<file path="config.mk">
export PLATFORM = sky130hd
export DESIGN_NAME = uart_tx_sequencer_flat
export DESIGN_NICKNAME = d
export VERILOG_FILES = /design/src/rtl/uart_pkg.sv /design/src/rtl/uart_tx_sequencer_if.sv /design/src/rtl/baud_tick_gen.sv /design/src/rtl/uart_tx_sequencer.sv /design/src/flat_wrapper.sv
export SDC_FILE = /design/constraint.sdc
export NUM_CORES = 1
export LEC_CHECK = 0
export BUFFER_PORTS_ARGS = -buffer_cell sky130_fd_sc_hd__buf_2
export CELL_PAD_IN_SITES_DETAIL_PLACEMENT = 1
export CELL_PAD_IN_SITES_GLOBAL_PLACEMENT = 2
export CORE_MARGIN = 10
export CORE_UTILIZATION = 31
export CTS_CLUSTER_SIZE = 28
export DETAILED_ROUTE_END_ITERATION = 8
export MAX_ROUTING_LAYER = met4
export PLACE_DENSITY = 0.84
export SYNTH_ARGS = -nofsm -noshare
export SYNTH_HDL_FRONTEND = slang
export SYNTH_HIERARCHICAL = 1
export SYNTH_SLANG_ARGS = --single-unit
</file>
<file path="constraint.sdc">
create_clock -name clk -period 2.3 [get_ports clk]
set_input_delay 0.345 -clock clk [delete_from_list [all_inputs] [get_ports clk]]
set_output_delay 0.345 -clock clk [all_outputs]
set_load 0.03 [all_outputs]
</file>
<file path="src/rtl/uart_pkg.sv">
// Shared UART TX definitions: data width, default bit period and sequencer states.
package uart_pkg;

    localparam int UART_DATA_W         = 8;
    localparam int CLKS_PER_BIT_115200 = 434;

    typedef enum logic [2:0] {
        S_IDLE   = 3'd0,
        S_START  = 3'd1,
        S_DATA   = 3'd2,
        S_PARITY = 3'd3,
        S_STOP   = 3'd4
    } state_e;

    // Even parity is the XOR of the data bits; odd parity is its inverse.
    function automatic logic calc_parity(input logic [UART_DATA_W-1:0] data, input logic odd);
        return (^data) ^ odd;
    endfunction

endpackage

</file>
<file path="src/rtl/uart_tx_sequencer_if.sv">
// Host-side byte interface of the UART transmitter, plus the serial line and state debug view.
interface uart_tx_sequencer_if;
    import uart_pkg::*;

    // tx_start acts as valid and ~tx_busy as ready: a byte transfers on a posedge where
    // tx_start=1 and tx_busy=0. Requests while busy are dropped, never queued.
    logic                   tx_start;
    logic [UART_DATA_W-1:0] tx_data;
    logic                   tx_busy;
    logic                   tx_done;
    logic                   tx_out;
    state_e                 dbg_state;

    modport master (
        output tx_start, tx_data,
        input  tx_busy, tx_done, tx_out, dbg_state
    );

    modport slave (
        input  tx_start, tx_data,
        output tx_busy, tx_done, tx_out, dbg_state
    );

endinterface

</file>
<file path="src/rtl/baud_tick_gen.sv">
// Free-running bit-period divider: one-cycle tick every CLKS_PER_BIT clocks, with synchronous clear.
module baud_tick_gen #(
    parameter int CLKS_PER_BIT = 434
) (
    input  logic clk,
    input  logic s_reset,
    input  logic clr,
    output logic tick
);

    localparam int               CNT_W = (CLKS_PER_BIT > 1) ? $clog2(CLKS_PER_BIT) : 1;
    localparam logic [CNT_W-1:0] LAST  = CNT_W'(CLKS_PER_BIT - 1);

    logic [CNT_W-1:0] cnt_q;
    logic [CNT_W-1:0] cnt_d;

    always_comb begin
        cnt_d = cnt_q + CNT_W'(1);
        if (clr || (cnt_q == LAST)) begin
            cnt_d = '0;
        end
    end

    always_ff @(posedge clk) begin
        if (s_reset) begin
            cnt_q <= '0;
        end else begin
            cnt_q <= cnt_d;
        end
    end

    // Clear suppresses a tick that would otherwise land on the same cycle.
    assign tick = ~clr & (cnt_q == LAST);

endmodule

</file>
<file path="src/rtl/uart_tx_sequencer.sv">
// UART transmitter: frames one byte per request (start, 8 data LSB first, optional parity, 1-2 stops).
module uart_tx_sequencer
    import uart_pkg::*;
#(
    parameter int CLKS_PER_BIT = CLKS_PER_BIT_115200,
    parameter bit PARITY_EN    = 1'b0,
    parameter bit PARITY_ODD   = 1'b0,
    parameter int STOP_BITS    = 1
) (
    input  logic                clk,
    input  logic                s_reset,
    uart_tx_sequencer_if.slave  tx_if
);

    localparam logic [3:0] LAST_DATA = 4'(UART_DATA_W - 1);
    localparam logic [3:0] LAST_STOP = 4'(STOP_BITS - 1);

    state_e                 state_q;
    logic [UART_DATA_W-1:0] shift_q;
    logic [3:0]             bit_cnt_q;
    logic                   parity_q;
    logic                   tx_out_q;
    logic                   busy_q;
    logic                   done_q;

    logic accept;
    logic tick;

    // Accepting a byte restarts the bit timer so the start bit is a full period.
    assign accept = (state_q == S_IDLE) && tx_if.tx_start;

    baud_tick_gen #(
        .CLKS_PER_BIT (CLKS_PER_BIT)
    ) u_baud_tick_gen (
        .clk     (clk),
        .s_reset (s_reset),
        .clr     (accept),
        .tick    (tick)
    );

    always_ff @(posedge clk) begin
        if (s_reset) begin
            state_q   <= S_IDLE;
            shift_q   <= '0;
            bit_cnt_q <= '0;
            parity_q  <= 1'b0;
            tx_out_q  <= 1'b1;
            busy_q    <= 1'b0;
            done_q    <= 1'b0;
        end else begin
            done_q <= 1'b0;
            case (state_q)
                S_IDLE: begin
                    if (tx_if.tx_start) begin
                        shift_q   <= tx_if.tx_data;
                        parity_q  <= calc_parity(tx_if.tx_data, PARITY_ODD);
                        bit_cnt_q <= '0;
                        tx_out_q  <= 1'b0;
                        busy_q    <= 1'b1;
                        state_q   <= S_START;
                    end
                end
                S_START: begin
                    if (tick) begin
                        tx_out_q <= shift_q[0];
                        state_q  <= S_DATA;
                    end
                end
                S_DATA: begin
                    if (tick) begin
                        if (bit_cnt_q == LAST_DATA) begin
                            bit_cnt_q <= '0;
                            if (PARITY_EN) begin
                                tx_out_q <= parity_q;
                                state_q  <= S_PARITY;
                            end else begin
                                tx_out_q <= 1'b1;
                                state_q  <= S_STOP;
                            end
                        end else begin
                            // Bit 1 of the current register is the next bit on the line.
                            bit_cnt_q <= bit_cnt_q + 4'd1;
                            shift_q   <= shift_q >> 1;
                            tx_out_q  <= shift_q[1];
                        end
                    end
                end
                S_PARITY: begin
                    if (tick) begin
                        tx_out_q <= 1'b1;
                        state_q  <= S_STOP;
                    end
                end
                S_STOP: begin
                    if (tick) begin
                        if (bit_cnt_q == LAST_STOP) begin
                            bit_cnt_q <= '0;
                            busy_q    <= 1'b0;
                            done_q    <= 1'b1;
                            state_q   <= S_IDLE;
                        end else begin
                            bit_cnt_q <= bit_cnt_q + 4'd1;
                        end
                    end
                end
                default: begin
                    tx_out_q <= 1'b1;
                    busy_q   <= 1'b0;
                    state_q  <= S_IDLE;
                end
            endcase
        end
    end

    assign tx_if.tx_out    = tx_out_q;
    assign tx_if.tx_busy   = busy_q;
    assign tx_if.tx_done   = done_q;
    assign tx_if.dbg_state = state_q;

endmodule

</file>
<file path="src/flat_wrapper.sv">
// flat-port wrapper written by rule: the top's interface ports become plain ports
module uart_tx_sequencer_flat import uart_pkg::*;
#(
    parameter int CLKS_PER_BIT = CLKS_PER_BIT_115200,
    parameter bit PARITY_EN    = 1'b0,
    parameter bit PARITY_ODD   = 1'b0,
    parameter int STOP_BITS    = 1
)
  (clk, s_reset, tx_if_tx_start, tx_if_tx_data, tx_if_tx_busy, tx_if_tx_done, tx_if_tx_out, tx_if_dbg_state);
  uart_tx_sequencer_if tx_if_i ();
  input  logic clk;
  input  logic s_reset;
  input wire logic [$bits(tx_if_i.tx_start)-1:0] tx_if_tx_start;
  input wire logic [$bits(tx_if_i.tx_data)-1:0] tx_if_tx_data;
  output wire logic [$bits(tx_if_i.tx_busy)-1:0] tx_if_tx_busy;
  output wire logic [$bits(tx_if_i.tx_done)-1:0] tx_if_tx_done;
  output wire logic [$bits(tx_if_i.tx_out)-1:0] tx_if_tx_out;
  output wire logic [$bits(tx_if_i.dbg_state)-1:0] tx_if_dbg_state;
  assign tx_if_i.tx_start = tx_if_tx_start;
  assign tx_if_i.tx_data = tx_if_tx_data;
  assign tx_if_tx_busy = tx_if_i.tx_busy;
  assign tx_if_tx_done = tx_if_i.tx_done;
  assign tx_if_tx_out = tx_if_i.tx_out;
  assign tx_if_dbg_state = tx_if_i.dbg_state;
  uart_tx_sequencer #(.CLKS_PER_BIT(CLKS_PER_BIT), .PARITY_EN(PARITY_EN), .PARITY_ODD(PARITY_ODD), .STOP_BITS(STOP_BITS)) u_core (.clk(clk), .s_reset(s_reset), .tx_if(tx_if_i));
endmodule
</file>
-- Word-level counts from Yosys, hierarchy flattened
Index checks and enable logic that the tools add are counted.
- register bits: 27
- input port bits: 11
- output and inout port bits: 6
- word-level logic and storage cells: 71
- $add $sub $neg: 2
- bitwise gates (word level): 5
- equality and inequality tests: 14
- reduce and logical (&&, ||, !) cells: 14
- mux-type cells: 29
- operators by type and width (kind ; number):
    $mux 8 ; 3
    $mux 3 ; 7
    $mux 4 ; 5
    $pmux 8 s2 ; 1
    $pmux 3 s5 ; 1
    $ne 2x1->1 const B ; 6
    $pmux 4 s3 ; 1
    $reduce_and 4->1 ; 3
    $add 9x1->9 const B ; 1
    $eq 9x9->1 const B ; 1
    $mux 1 ; 9
    $reduce_and 7->1 ; 1
    $eq 3x2->1 const B ; 2
    $reduce_or 3->1 ; 2
    $pmux 1 s5 ; 1
    $reduce_and 5->1 ; 1
    $add 4x1->4 const B ; 1
    $eq 4x3->1 const B ; 1
    $logic_not 4->1 ; 1
    $ne 2x2->1 const B ; 2
    $not 1->1 ; 4
    $eq 3x1->1 const B ; 1
    $eq 3x3->1 const B ; 1
    $logic_not 3->1 ; 1
    other kinds (7) ; 7

-- Longest topological paths before layout
Gate-level depths: netlist (run 1).
- depth after elaboration: 6
- depth in mapped cells: 8
- gate-level depth less buffers: 8

-- By module
Netlist (run 1), hierarchy kept.
- by module, submodules not included (module ; sequential area each (um^2) ; area each (um^2) ; cells each ; instances):
    uart_tx_sequencer ; 360.3 ; 1033.5 ; 122 ; 1
    baud_tick_gen ; 180.2 ; 447.9 ; 49 ; 1

-- Least setup slack after synthesis (run 1)
Ideal clock, no wire load.
- path type: reg-to-reg
- start point: register u_core.state_q[1], in the netlist u_core/tx_if.dbg_state[1]
- end point: register u_core.bit_cnt_q[3]
- slack: -0.040 ns
- arrival time: 2.244 ns
- cell stages (with the launch flop): 8
- setup time: 0.096 ns
- period minus slack after synthesis: 2.340 ns
- cell sequence: dfxtp_1 or4b_4 clkinv_2 nor4_1 and4bb_2 a21o_1 nand2_1 o41ai_2
- longest elaborated chain between the ends: 6
- elaborated cells on any way between the ends: 12
- RTL lines (what ; line ; RTL):
    start, declared ; uart_tx_sequencer.sv:18 ; state_e state_q;
    start signal, assigned ; uart_tx_sequencer.sv:43 ; state_q <= S_IDLE;
    start signal, assigned ; uart_tx_sequencer.sv:60 ; state_q <= S_START;
    start signal, assigned ; uart_tx_sequencer.sv:66 ; state_q <= S_DATA;
    $logic_not 3->1 (*) ; uart_tx_sequencer.sv:30 ; assign accept = (state_q == S_IDLE) && tx_if.tx_start;
    $logic_and 1x1->1 (*) ; uart_tx_sequencer.sv:30 ;
    named net u_core.accept ; uart_tx_sequencer.sv:26 ; logic accept;
    $not 1->1 (*) ; baud_tick_gen.sv:33 ; assign tick = ~clr & (cnt_q == LAST);
    $and 1x1->1 (*) ; baud_tick_gen.sv:33 ;
    named net u_core.tick ; uart_tx_sequencer.sv:27 ; logic tick;
    $ne 2x1->1 (no line) ; -- ;
    $reduce_and 4->1 (no line) (*) ; -- ;
    end signal, assigned ; uart_tx_sequencer.sv:82 ; bit_cnt_q <= bit_cnt_q + 4'd1;
    end signal, assigned ; uart_tx_sequencer.sv:102 ; bit_cnt_q <= bit_cnt_q + 4'd1;
    end, declared ; uart_tx_sequencer.sv:20 ; logic [3:0] bit_cnt_q;
Mark *: on every way through the listed nets, which the timed path passes. The rest lies on a longest branch.
A chain may end at the register's enable or synchronous reset.

-- Final worst setup path (run 1)
- start point: register u_core.u_baud_tick_gen.cnt_q[3]
- end point: register u_core.bit_cnt_q[3]
- longest elaborated chain between the ends: 4
- elaborated cells on any way between the ends: 5
- RTL lines (what ; line ; RTL):
    start, declared ; baud_tick_gen.sv:14 ; logic [CNT_W-1:0] cnt_q;
    start signal, assigned ; baud_tick_gen.sv:28 ; cnt_q <= cnt_d;
    $eq 9x9->1 (*) ; baud_tick_gen.sv:33 ;
    $and 1x1->1 (*) ; baud_tick_gen.sv:33 ;
    named net u_core.tick ; uart_tx_sequencer.sv:27 ;
    $ne 2x1->1 (no line) ; -- ;
    $reduce_and 4->1 (no line) (*) ; -- ;
Marked as above.

==> results of run 1 <==
[worst max path at each step]
| stage | slack [ns] | from | endpoint | cells after the start |
|---|---|---|---|---|
| floorplan | 0.15 | u_core/tx_if.dbg_state[1] | u_core/bit_cnt_q[3] | 7 |
| global placement | 0.17 | tx_if_tx_start | u_core/bit_cnt_q[3] | 9 |
| detailed placement | 0.09 | tx_if_tx_start | u_core/bit_cnt_q[3] | 9 |
| CTS | 0.15 | u_core/u_baud_tick_gen/cnt_q[3] | u_core/bit_cnt_q[3] | 7 |
| global route | 0.01 | u_core/u_baud_tick_gen/cnt_q[3] | u_core/bit_cnt_q[3] | 7 |
| finish | 0.18 | u_core/u_baud_tick_gen/cnt_q[3] | u_core/bit_cnt_q[3] | 7 |
[cell type report]
type                            count  area, um2  area share
Tap cell                           54       67.6      0.0388
Multi-Input combinational cell    128        870       0.500
Timing Repair Buffer               30        185       0.106
Clock inverter                      1       5.00     0.00288
Inverter                            8       31.3      0.0180
Clock buffer                        3       41.3      0.0237
Sequential cell                    27        541       0.311
[sequential cells by signal, indices dropped and copies added (netlist names)]
register,cells
u_core/u_baud_tick_gen/cnt_q,9
u_core/shift_q,8
u_core/bit_cnt_q,4
u_core/tx_if.dbg_state,3
u_core/tx_if.tx_busy,1
u_core/tx_if.tx_done,1
u_core/tx_if.tx_out,1
[worst register-to-register path, cell delays in order (launching register included)]
cell      delay [ns]
dfxtp_1         0.37
or3_4           0.35
nor4_2          0.35
buf_4           0.20
and4bb_2        0.23
a21o_1          0.16
nand2_1         0.10
o41ai_2         0.27
[power breakdown]
group	leakage, nW	internal (W)	switching, W
Sequential	0.220	0.000493	0.0000143
Clock	0.0255	0.000122	0.000160
Combinational	0.407	0.0000791	0.000118
[metal layers]
metal | GRT usage | part of all wire | vias up
li1 | - | - | 678
met1 | 0.137 | 0.52 | 629
met2 | 0.149 | 0.43 | 26
met3 | 0.0246 | 0.041 | 6
met4 | 0.0434 | 0.014 | 0
met5 | - | 0 | -
[kinds of logic after synthesis]
family / count (synthesis) / synth area share
flops: 27 / 0.365
mux: 2 / 0.0144
simple gates: 63 / 0.244
compound gates: 56 / 0.273
xor+xnor: 3 / 0.0177
fa+ha+maj: 4 / 0.0338
buf+inv: 16 / 0.0524
[stage by stage]
stage | cells | total power, W | hold WS, ns | setup WS, ns
after CTS | 251 | 0.00101 | 0.285 | 0.148
after floorplan | 171 | 0.000657 | 0.450 | 0.149
final | 251 | 0.000986 | 0.290 | 0.178
after detailed placement | 247 | 0.000717 | 0.469 | 0.0924
after global routing | 251 | 0.00105 | 0.298 | 0.0111
after global placement | 247 | 0.000715 | 0.458 | 0.174
[cells in the mapped netlist, types with 2 or more instances]
master    count  area, um2
or3_1         2       12.5
a211o_1       7       61.3
inv_1         7       26.3
nand2_1      23       86.3
clkbuf_1      2       7.51
xor2_1        2       17.5
or3b_1        2       17.5
nor2_1        9       33.8
o211ai_1      2       15.0
a31oi_1       3       18.8
a21oi_1      17       85.1
nor3_1        3       15.0
buf_2         4       20.0
nand3_1       7       35.0
ha_1          4       50.1
o21ai_0      14       70.1
dfxtp_1      27        541
[cells in the final DEF (no fill, tap or decap), types with 2 or more instances in the layout]
cell type / n
nand2_1: 23
a21oi_1: 17
a211o_1: 7
o211ai_1: 2
ha_1: 4
nand3_1: 7
inv_1: 7
nor2_1: 9
or3_1: 2
a31oi_1: 3
buf_4: 14
or3b_1: 2
clkbuf_8: 3
dfxtp_1: 27
nor3_1: 3
buf_2: 16
xor2_1: 2
o21ai_0: 14
clkinv_2: 2
==> impl_metrics.env, run 1 <==
export IMPL_status="complete, no violations"
export IMPL_utilization=0.371
export IMPL_grt_max_degree=18
export IMPL_fin_tns_setup_ns=0
export IMPL_syn_nets=186
export IMPL_grt_first_pass_wirelength_um=6420
export IMPL_drc=0
export IMPL_placed_area_um2=1690
export IMPL_clock_sinks=27
export IMPL_start_kind="register"
export IMPL_yosys_warnings=6
export IMPL_numCtsBuffers=3
export IMPL_worstHoldPathType="primary input to register"
export IMPL_vias=1339
export IMPL_cp_cell_sequence="or3_4 > nor4_2 > buf_4 > and4bb_2 > a21o_1 > nand2_1 > o41ai_2"
export IMPL_ys_flop_type="dfxtp_1"
export IMPL_min_to="u_core/shift_q[7]"
export IMPL_slew_viol_final=0
export IMPL_reg2reg_from="u_core/u_baud_tick_gen/cnt_q[3]"
export IMPL_netlist_instances=171
export IMPL_wire_per_inst_um=14.8
export IMPL_io_pins=17
export IMPL_worstPathArrival_ns=2.31
export IMPL_die_h_um=89.1
export IMPL_clock_skew_ns=0.00720
export IMPL_num_antenna_cells=0
export IMPL_synth_area_um2=1480
export IMPL_design_die_area_um2=7940
export IMPL_min_from="tx_if_tx_data[7]"
export IMPL_peakVddDrop_mv=0.222
export IMPL_nNetsFinal=213
export IMPL_design_core_area_um2=4690
export IMPL_finalSetupViolCount=0
export IMPL_cp_required_ns=2.49
export IMPL_initial_core_util=0.316
export IMPL_reg2reg_slack_ns=0.18
export IMPL_drive_gt1_frac=0.254
export IMPL_cp_top_family="simple AND/OR/NAND/NOR gates"
export IMPL_clockRootBuffer="clkbuf_8"
export IMPL_reg2regPathDepth=7
export IMPL_post_cts_repair_setup_buffers=0
export IMPL_die_w_um=89.1
export IMPL_cp_max_fo=5
export IMPL_rows=25
export IMPL_grt_pass1_vias=1332
export IMPL_area_delta_synth_final_pct=17.5
export IMPL_cts_resized=0
export IMPL_postRouteAntennaNets=0
export IMPL_worstHoldPathCells=3
export IMPL_drt_initial_drc_count=49
export IMPL_synthArstFlopShare=0
export IMPL_reg2reg_to="u_core/bit_cnt_q[3]"
export IMPL_antenna_found_initial=0
export IMPL_io_buffers=16
export IMPL_synth_edff_count=0
export IMPL_period_minus_slack_ns=2.12
export IMPL_seq_area_frac_synth=0.365
export IMPL_postCtsHoldBufs=0
export IMPL_viasPerCell=5.33
export IMPL_cp_slowest_cell="dfxtp_1"
export IMPL_cts_buffer_depth=2
export IMPL_overflow=0
export IMPL_fillers=574
export IMPL_synth_cell_types=53
export IMPL_crit_type="register to register"
export IMPL_p_per_area_nw_per_um2=566
export IMPL_relSlewSlack=0.642
export IMPL_place_congestion=0.833
export IMPL_worst_pin_slew_ns=0.536
export IMPL_fin_area_um2=1740
export IMPL_hpwl_um=2820
export IMPL_rsz0062_at_grt="false"
export IMPL_cts_tree="built"
export IMPL_insertion_delay_ns=0.29
export IMPL_first_pass_iters=4
export IMPL_grt_total_usage=0.104
export IMPL_fin_crit_sh=0.923
export IMPL_max_freq_mhz=471
export IMPL_cap_violations=0
export IMPL_finalHoldViolCount=0
export IMPL_cpPeakStageDelay_ns=0.37
export IMPL_synth_avg_cell_area_um2=8.66
export IMPL_leakagePower_nw=0.653
export IMPL_ys_ff_latch=27
export IMPL_worstSetupEndpointType="register"
export IMPL_clkTransAtPathRegs_ns=0.10
export IMPL_wl_um=3720
export IMPL_cp_num_buf_inv=1
export IMPL_htreeDepth=1
Note: power is estimated with default switching activity, not from simulation.
==> run 2, diff against run 1 <==
--- a/config.mk
+++ b/config.mk
@@ -5,11 +5,13 @@
 export SDC_FILE = /design/constraint.sdc
 export NUM_CORES = 1
 export LEC_CHECK = 0
+export ABC_AREA = 1
 export BUFFER_PORTS_ARGS = -buffer_cell sky130_fd_sc_hd__buf_2
 export CELL_PAD_IN_SITES_DETAIL_PLACEMENT = 1
 export CELL_PAD_IN_SITES_GLOBAL_PLACEMENT = 2
+export CORE_ASPECT_RATIO = 1.4
 export CORE_MARGIN = 10
-export CORE_UTILIZATION = 31
+export CORE_UTILIZATION = 28
 export CTS_CLUSTER_SIZE = 28
 export DETAILED_ROUTE_END_ITERATION = 8
 export MAX_ROUTING_LAYER = met4
==> run 2 against run 1 <==
  * Synthesized cell count is 33% higher
  * Synthesized area is 2.8% higher
  * Register-to-register slack better by 0.27 ns
  * Sequential cell count stayed put
  * Clock power hardly changed
  * Critical path depth is 4 higher
  * Utilization is 4.3 points lower
  * Non-clock buffer count is 14 lower
  * Critical path type unchanged
==> impl_metrics.env, run 2 <==
export IMPL_status="complete, no violations"
export IMPL_cpPeakStageDelay_ns=0.47
export IMPL_drive_gt1_frac=0.179
export IMPL_num_antenna_cells=0
export IMPL_finalSetupViolCount=0
export IMPL_postRouteAntennaNets=0
export IMPL_seq_area_frac_synth=0.355
export IMPL_layout_common_cells="nand2_1 (70), nor2_1 (32), dfxtp_1 (27), nand3_1 (20), inv_1 (19)"
export IMPL_nNetsFinal=262
export IMPL_vias=1412
export IMPL_synth_area_um2=1520
export IMPL_area_delta_synth_final_pct=12.7
export IMPL_viasPerCell=4.53
export IMPL_p_sw_w=0.000859
export IMPL_post_synth_top_count_cell="nand2_1"
export IMPL_synth_cell_types=22
export IMPL_fin_tns_setup_ns=0
export IMPL_placed_area_um2=1670
export IMPL_die_w_um=82.3
export IMPL_synth_avg_cell_area_um2=6.68
export IMPL_internal_power_w=0.000993
export IMPL_relSlewSlack=0.763
export IMPL_cp_max_fo=9
export IMPL_first_pass_iters=4
export IMPL_p_per_area_nw_per_um2=1080
export IMPL_synth_top_area_share=0.355
export IMPL_ys_top_cells_by_count="nand2_1 (70), nor2_1 (32), dfxtp_1 (27)"
export IMPL_synthTopCellsByArea="dfxtp_1 (35%), nand2_1 (17%), nor2_1 (7.9%)"
export IMPL_start_kind="register"
export IMPL_crit_type="register to register"
export IMPL_period_minus_slack_ns=1.86
export IMPL_design_die_area_um2=8830
export IMPL_regMostFlops="u_core/u_baud_tick_gen/cnt_q"
export IMPL_postCtsHoldBufs=0
export IMPL_hpwl_um=2910
export IMPL_max_freq_mhz=539
export IMPL_final_common_cell="nand2_1"
export IMPL_cp_num_buf_inv=3
export IMPL_grt_total_usage=0.0938
export IMPL_io_buffers=16
export IMPL_netlist_instances=228
export IMPL_grt_first_pass_wirelength_um=6590
export IMPL_clock_skew_ns=0.00603
export IMPL_cp_required_ns=2.48
export IMPL_peakVddDrop_mv=0.357
export IMPL_yosys_warnings=6
export IMPL_fin_crit_sh=0.807
export IMPL_top_regs="u_core/u_baud_tick_gen/cnt_q: 9 flops, u_core/shift_q: 8 flops, u_core/bit_cnt_q: 4 flops"
export IMPL_synthArstFlopShare=0
export IMPL_io_pins=17
export IMPL_cts_resized=0
export IMPL_yosys_area_top_type="dfxtp_1"
export IMPL_cp_top_family="simple AND/OR/NAND/NOR gates"
export IMPL_clkTransAtPathRegs_ns=0.10
export IMPL_place_congestion=0.744
export IMPL_leakagePower_nw=0.745
export IMPL_wire_per_inst_um=12.1
export IMPL_cts_tree="built"
export IMPL_clockRootBuffer="clkbuf_8"
export IMPL_die_h_um=107
export IMPL_combPwrFrac=0.488
export IMPL_htreeDepth=1
export IMPL_fin_area_um2=1720
export IMPL_ys_flop_type="dfxtp_1"
export IMPL_finalHoldViolCount=0
export IMPL_antenna_found_initial=0
export IMPL_insertion_delay_ns=0.27
export IMPL_grt_max_degree=16
export IMPL_grt_pass1_vias=1419
export IMPL_cp_slowest_cell="dfxtp_1"
export IMPL_overflow=0
export IMPL_worstPathArrival_ns=2.03
export IMPL_drt_initial_drc_count=43
export IMPL_p_sw_frac=0.464
export IMPL_synth_edff_count=0
export IMPL_numCtsBuffers=3
export IMPL_post_cts_repair_setup_buffers=0
export IMPL_wl_um=3760
export IMPL_initial_core_util=0.291
export IMPL_largest_reg_flops=9
export IMPL_clock_sinks=27
export IMPL_design_core_area_um2=5240
export IMPL_worstHoldPathType="primary input to register"
export IMPL_seqPwrFrac=0.359
export IMPL_worst_pin_slew_ns=0.353
export IMPL_ys_ff_latch=27
export IMPL_critPathMostFrequentCell="nor2_1"
export IMPL_cts_buffer_depth=2
export IMPL_cp_cell_sequence="inv_2 > nand3_1 > inv_1 > nor2_1 > inv_1 > nand3_1 > nand2_2 > nor2_4 > nand2_2 > nor2_1 > nor2_1"
export IMPL_rsz0062_at_grt="false"
export IMPL_syn_nets=243
export IMPL_worstSetupEndpointType="register"
export IMPL_clkPwrFrac=0.153
export IMPL_cap_violations=0
export IMPL_rows=31
export IMPL_drc=0
export IMPL_slew_viol_final=0
==> run 2: worst reg2reg max path, cell delays in order, from the launching register on <==
cell     delay [ns]
dfxtp_1        0.47
inv_2          0.16
nand3_1        0.20
inv_1          0.10
nor2_1         0.11
inv_1          0.10
nand3_1        0.11
nand2_2        0.13
nor2_4         0.14
nand2_2        0.08
nor2_1         0.10
nor2_1         0.05
==> run 2: power groups by stage <==
stage          sequential (W)  combinational, W  clock (W)
2_1_floorplan        0.000720          0.000674          0
3_3_place_gp         0.000676          0.000912          0
3_5_place_dp         0.000678          0.000922          0
4_1_cts              0.000667          0.000926   0.000297
5_1_grt              0.000689           0.00104   0.000313
6_report             0.000665          0.000905   0.000283
==> run 2: logic make-up after synthesis <==
logic type      after synthesis  synth area share
xor+xnor                      2            0.0115
simple gates                142             0.439
flops                        27             0.355
buf+inv                      27            0.0715
compound gates               26            0.0904
fa+ha+maj                     4            0.0329
==> run 2: metrics by stage <==
step / hold slack [ns] / worst slack [ns] / util / power [W] / instances
6_report: 0.334 / 0.445 / 0.328 / 0.00185 / 312
5_1_grt: 0.350 / 0.181 / 0.328 / 0.00204 / 312
4_1_cts: 0.325 / 0.403 / 0.328 / 0.00189 / 312
3_5_place_dp: 0.453 / 0.431 / 0.319 / 0.00160 / 308
3_3_place_gp: 0.449 / 0.476 / 0.319 / 0.00159 / 308
2_1_floorplan: 0.423 / 0.441 / - / 0.00139 / 228
==> run 2: cell type report <==
class	count	area [um2]
clock inverter	1	5.00
inverter	25	93.8
tap	66	82.6
clock buffer	3	41.3
fill	709	3520
sequential	27	541
multi-input combinational	174	873
timing repair buffer	16	80.1
==> run 2: path summary, 6_finish.rpt <==
check | startpoint | to | slack (ns) | cells after the start
max | u_core/tx_if.dbg_state[2] | u_core/tx_if.dbg_state[2] | 0.44 | 11
min | tx_if_tx_data[7] | u_core/shift_q[7] | 0.33 | 3
max reg2reg | u_core/tx_if.dbg_state[2] | u_core/tx_if.dbg_state[2] | 0.44 | 11
min reg2reg | u_core/shift_q[5] | u_core/shift_q[5] | 0.47 | 2
==> run 2: per-layer routing <==
metal  vias to the layer above  wire length, um  global-route usage
met4                         0               29              0.0256
met2                        10             1860               0.152
met1                       648             1740               0.114
met5                         -                0                   -
li1                        752                -                   -
met3                         2              141              0.0184
==> run 3, diff against run 2 <==
--- a/config.mk
+++ b/config.mk
@@ -5,17 +5,17 @@
 export SDC_FILE = /design/constraint.sdc
 export NUM_CORES = 1
 export LEC_CHECK = 0
-export ABC_AREA = 1
+export ABC_AREA = 0
 export BUFFER_PORTS_ARGS = -buffer_cell sky130_fd_sc_hd__buf_2
 export CELL_PAD_IN_SITES_DETAIL_PLACEMENT = 1
 export CELL_PAD_IN_SITES_GLOBAL_PLACEMENT = 2
 export CORE_ASPECT_RATIO = 1.4
 export CORE_MARGIN = 10
-export CORE_UTILIZATION = 28
+export CORE_UTILIZATION = 35
 export CTS_CLUSTER_SIZE = 28
 export DETAILED_ROUTE_END_ITERATION = 8
 export MAX_ROUTING_LAYER = met4
-export PLACE_DENSITY = 0.84
+export PLACE_DENSITY = 0.89
 export SYNTH_ARGS = -nofsm -noshare
 export SYNTH_HDL_FRONTEND = slang
 export SYNTH_HIERARCHICAL = 1
==> constraint.sdc (replaced) <==
create_clock -name clk -period 1.8 [get_ports clk]
set_input_delay 0.27 -clock clk [delete_from_list [all_inputs] [get_ports clk]]
set_output_delay 0.27 -clock clk [all_outputs]
set_load 0.03 [all_outputs]
==> run 3 against run 2 <==
  * Clock skew decreased by 0.0014 ns
  * Sequential power decreased by 3%
  * The flow now finishes with violations (setup timing)
  * First-iteration DRC count increased by 47%
  * Sequential share of layout area decreased by 2.1 points
  * Critical endpoint is now u_core/bit_cnt_q[2]
  * Largest cell class unchanged
==> impl_metrics.env, run 3 (synthesis gave the netlist of run 1 again) <==
export IMPL_first_pass_iters=4
export IMPL_fin_crit_sh=1.10
export IMPL_clock_sinks=27
export IMPL_finalNonFillerCells=252
export IMPL_die_w_um=75.0
export IMPL_rows=27
export IMPL_cp_slowest_cell="or4b_4"
export IMPL_clkTransAtPathRegs_ns=0.10
export IMPL_min_from="tx_if_tx_data[7]"
export IMPL_largest_reg_flops=9
export IMPL_wire_per_inst_um=16.4
export IMPL_placedCellCount=246
export IMPL_final_common_cell="buf_4"
export IMPL_io_buffers=16
export IMPL_status="complete, but fails checks"
export IMPL_fillers=487
export IMPL_peakVddDrop_mv=0.235
export IMPL_io_pins=17
export IMPL_worstPathArrival_ns=2.16
export IMPL_start_kind="register"
export IMPL_p_per_area_nw_per_um2=692
export IMPL_num_antenna_cells=0
export IMPL_area_delta_synth_final_pct=26.7
export IMPL_utilization=0.467
export IMPL_drc=0
export IMPL_regMostFlops="u_core/u_baud_tick_gen/cnt_q"
export IMPL_die_h_um=97.0
export IMPL_design_core_area_um2=4020
export IMPL_clock_skew_ns=0.00467
export IMPL_htreeDepth=1
export IMPL_min_to="u_core/shift_q[7]"
export IMPL_fin_tns_setup_ns=-0.569
export IMPL_failed_checks="setup timing"
export IMPL_cpPeakStageDelay_ns=0.56
export IMPL_cp_cell_sequence="or4b_4 > clkinv_4 > nor4_4 > mux2_4 > a21o_1 > mux2i_1 > a311oi_1"
export IMPL_cap_violations=0
export IMPL_place_congestion=0.890
export IMPL_worstHoldPathType="primary input to register"
export IMPL_crit_type="register to register"
export IMPL_numCtsBuffers=3
export IMPL_insertion_delay_ns=0.27
export IMPL_cp_max_fo=5
export IMPL_wl_um=4140
export IMPL_regArea_um2=552
export IMPL_worst_slack_ns=-0.172
export IMPL_vias=1425
export IMPL_reg2reg_slack_ns=-0.17
export IMPL_reg2regPathDepth=7
export IMPL_leakagePower_nw=0.718
export IMPL_viasPerCell=5.65
export IMPL_drive_gt1_frac=0.335
export IMPL_post_place_ws_ns=-0.194
export IMPL_worstHoldPathCells=3
export IMPL_reg2reg_to="u_core/bit_cnt_q[2]"
export IMPL_postRouteAntennaNets=0
export IMPL_cp_num_buf_inv=1
export IMPL_slew_viol_final=0
export IMPL_grt_pass1_vias=1524
export IMPL_rsz0062_at_grt="true"
export IMPL_grt_first_pass_wirelength_um=7140
export IMPL_worst_pin_slew_ns=0.340
export IMPL_nNetsFinal=225
export IMPL_initial_core_util=0.369
export IMPL_worstSetupEndpointType="register"
export IMPL_finalHoldViolCount=0
export IMPL_multi_input_area_um2=910
export IMPL_top_regs="u_core/u_baud_tick_gen/cnt_q: 9 flops, u_core/shift_q: 8 flops, u_core/bit_cnt_q: 4 flops"
export IMPL_relSlewSlack=0.772
export IMPL_crit_cells=7
export IMPL_hpwl_um=3140
export IMPL_antenna_found_initial=0
export IMPL_cp_top_family="simple AND/OR/NAND/NOR gates"
export IMPL_drt_initial_drc_count=63
export IMPL_grt_max_degree=18
export IMPL_reg2reg_from="u_core/tx_if.dbg_state[2]"
export IMPL_grt_total_usage=0.119
export IMPL_cp_required_ns=1.98
export IMPL_design_die_area_um2=7270
export IMPL_clockRootBuffer="clkbuf_8"
export IMPL_finalSetupViolCount=6
export IMPL_max_freq_mhz=507
export IMPL_overflow=0
export IMPL_cts_buffer_depth=2
export IMPL_layout_common_cells="buf_4 (24), nand2_1 (23), dfxtp_1 (22), buf_2 (16)"
export IMPL_cts_tree="built"
export IMPL_period_minus_slack_ns=1.97
run 3: cell types whose count changed in the layout (fill, tap and decap cells not counted), moves of 11 or more:
cell     change
nand3_1     -13
nand2_1     -47
inv_1       -12
buf_4       +24
nor2_1      -23
o21ai_0     +11
run 3: worst max path at each step:
| stage | startpoint | end |
|---|---|---|
| 3_3_place_gp | u_core/u_baud_tick_gen/cnt_q[2] | u_core/bit_cnt_q[2] |
| 4_1_cts | u_core/tx_if.dbg_state[2] | u_core/bit_cnt_q[2] |
| 5_1_grt | u_core/u_baud_tick_gen/cnt_q[3] | u_core/bit_cnt_q[2] |
| 2_1_floorplan | u_core/tx_if.dbg_state[2] | u_core/bit_cnt_q[2] |
| 3_5_place_dp | u_core/u_baud_tick_gen/cnt_q[2] | u_core/bit_cnt_q[2] |
| 6_report | u_core/tx_if.dbg_state[2] | u_core/bit_cnt_q[2] |
run 3: area by class of cell:
| cell class | count | share of cell area |
|---|---|---|
| timing repair buffer | 41 | 0.149 |
| clock buffer | 3 | 0.0220 |
| clock inverter | 1 | 0.00267 |
| tap | 43 | 0.0287 |
| sequential | 27 | 0.294 |
| inverter | 8 | 0.0187 |
| multi-input combinational | 129 | 0.485 |
run 3: power breakdown:
group	internal [W]	switching, W	total (W)
clock	0.000155	0.000199	0.000354
combinational	0.000132	0.000166	0.000298
sequential	0.000628	0.0000176	0.000646
total	0.000915	0.000383	0.00130
run 3: worst min-delay path, cell delays in order:
cell	delay [ns]
buf_2	0.09
nand2_1	0.05
a21oi_1	0.06
run 3: what timing repair did:
item	CTS	global route
endpoints found under the setup margin	14	16
buffers inserted	1	1
hold buffers	0	0
gates resized for setup	4	2
cloned	1	0
pin swaps	5	3
run 3: per-stage QoR:
stage	cell area, um2	hold slack, ns	total power (W)
after floorplan	1520	0.406	0.000844
after global placement	1790	0.458	0.000926
after detailed placement	1790	0.472	0.000942
after CTS	1850	0.248	0.00129
after global routing	1880	0.243	0.00138
final	1880	0.250	0.00130
run 3: layer usage:
metal	up-vias	global-route usage	wire (um)
met4	0	0.0262	31
met2	11	0.221	2400
met3	4	0.0143	82
li1	700	-	-
met5	-	-	0
met1	710	0.128	1630
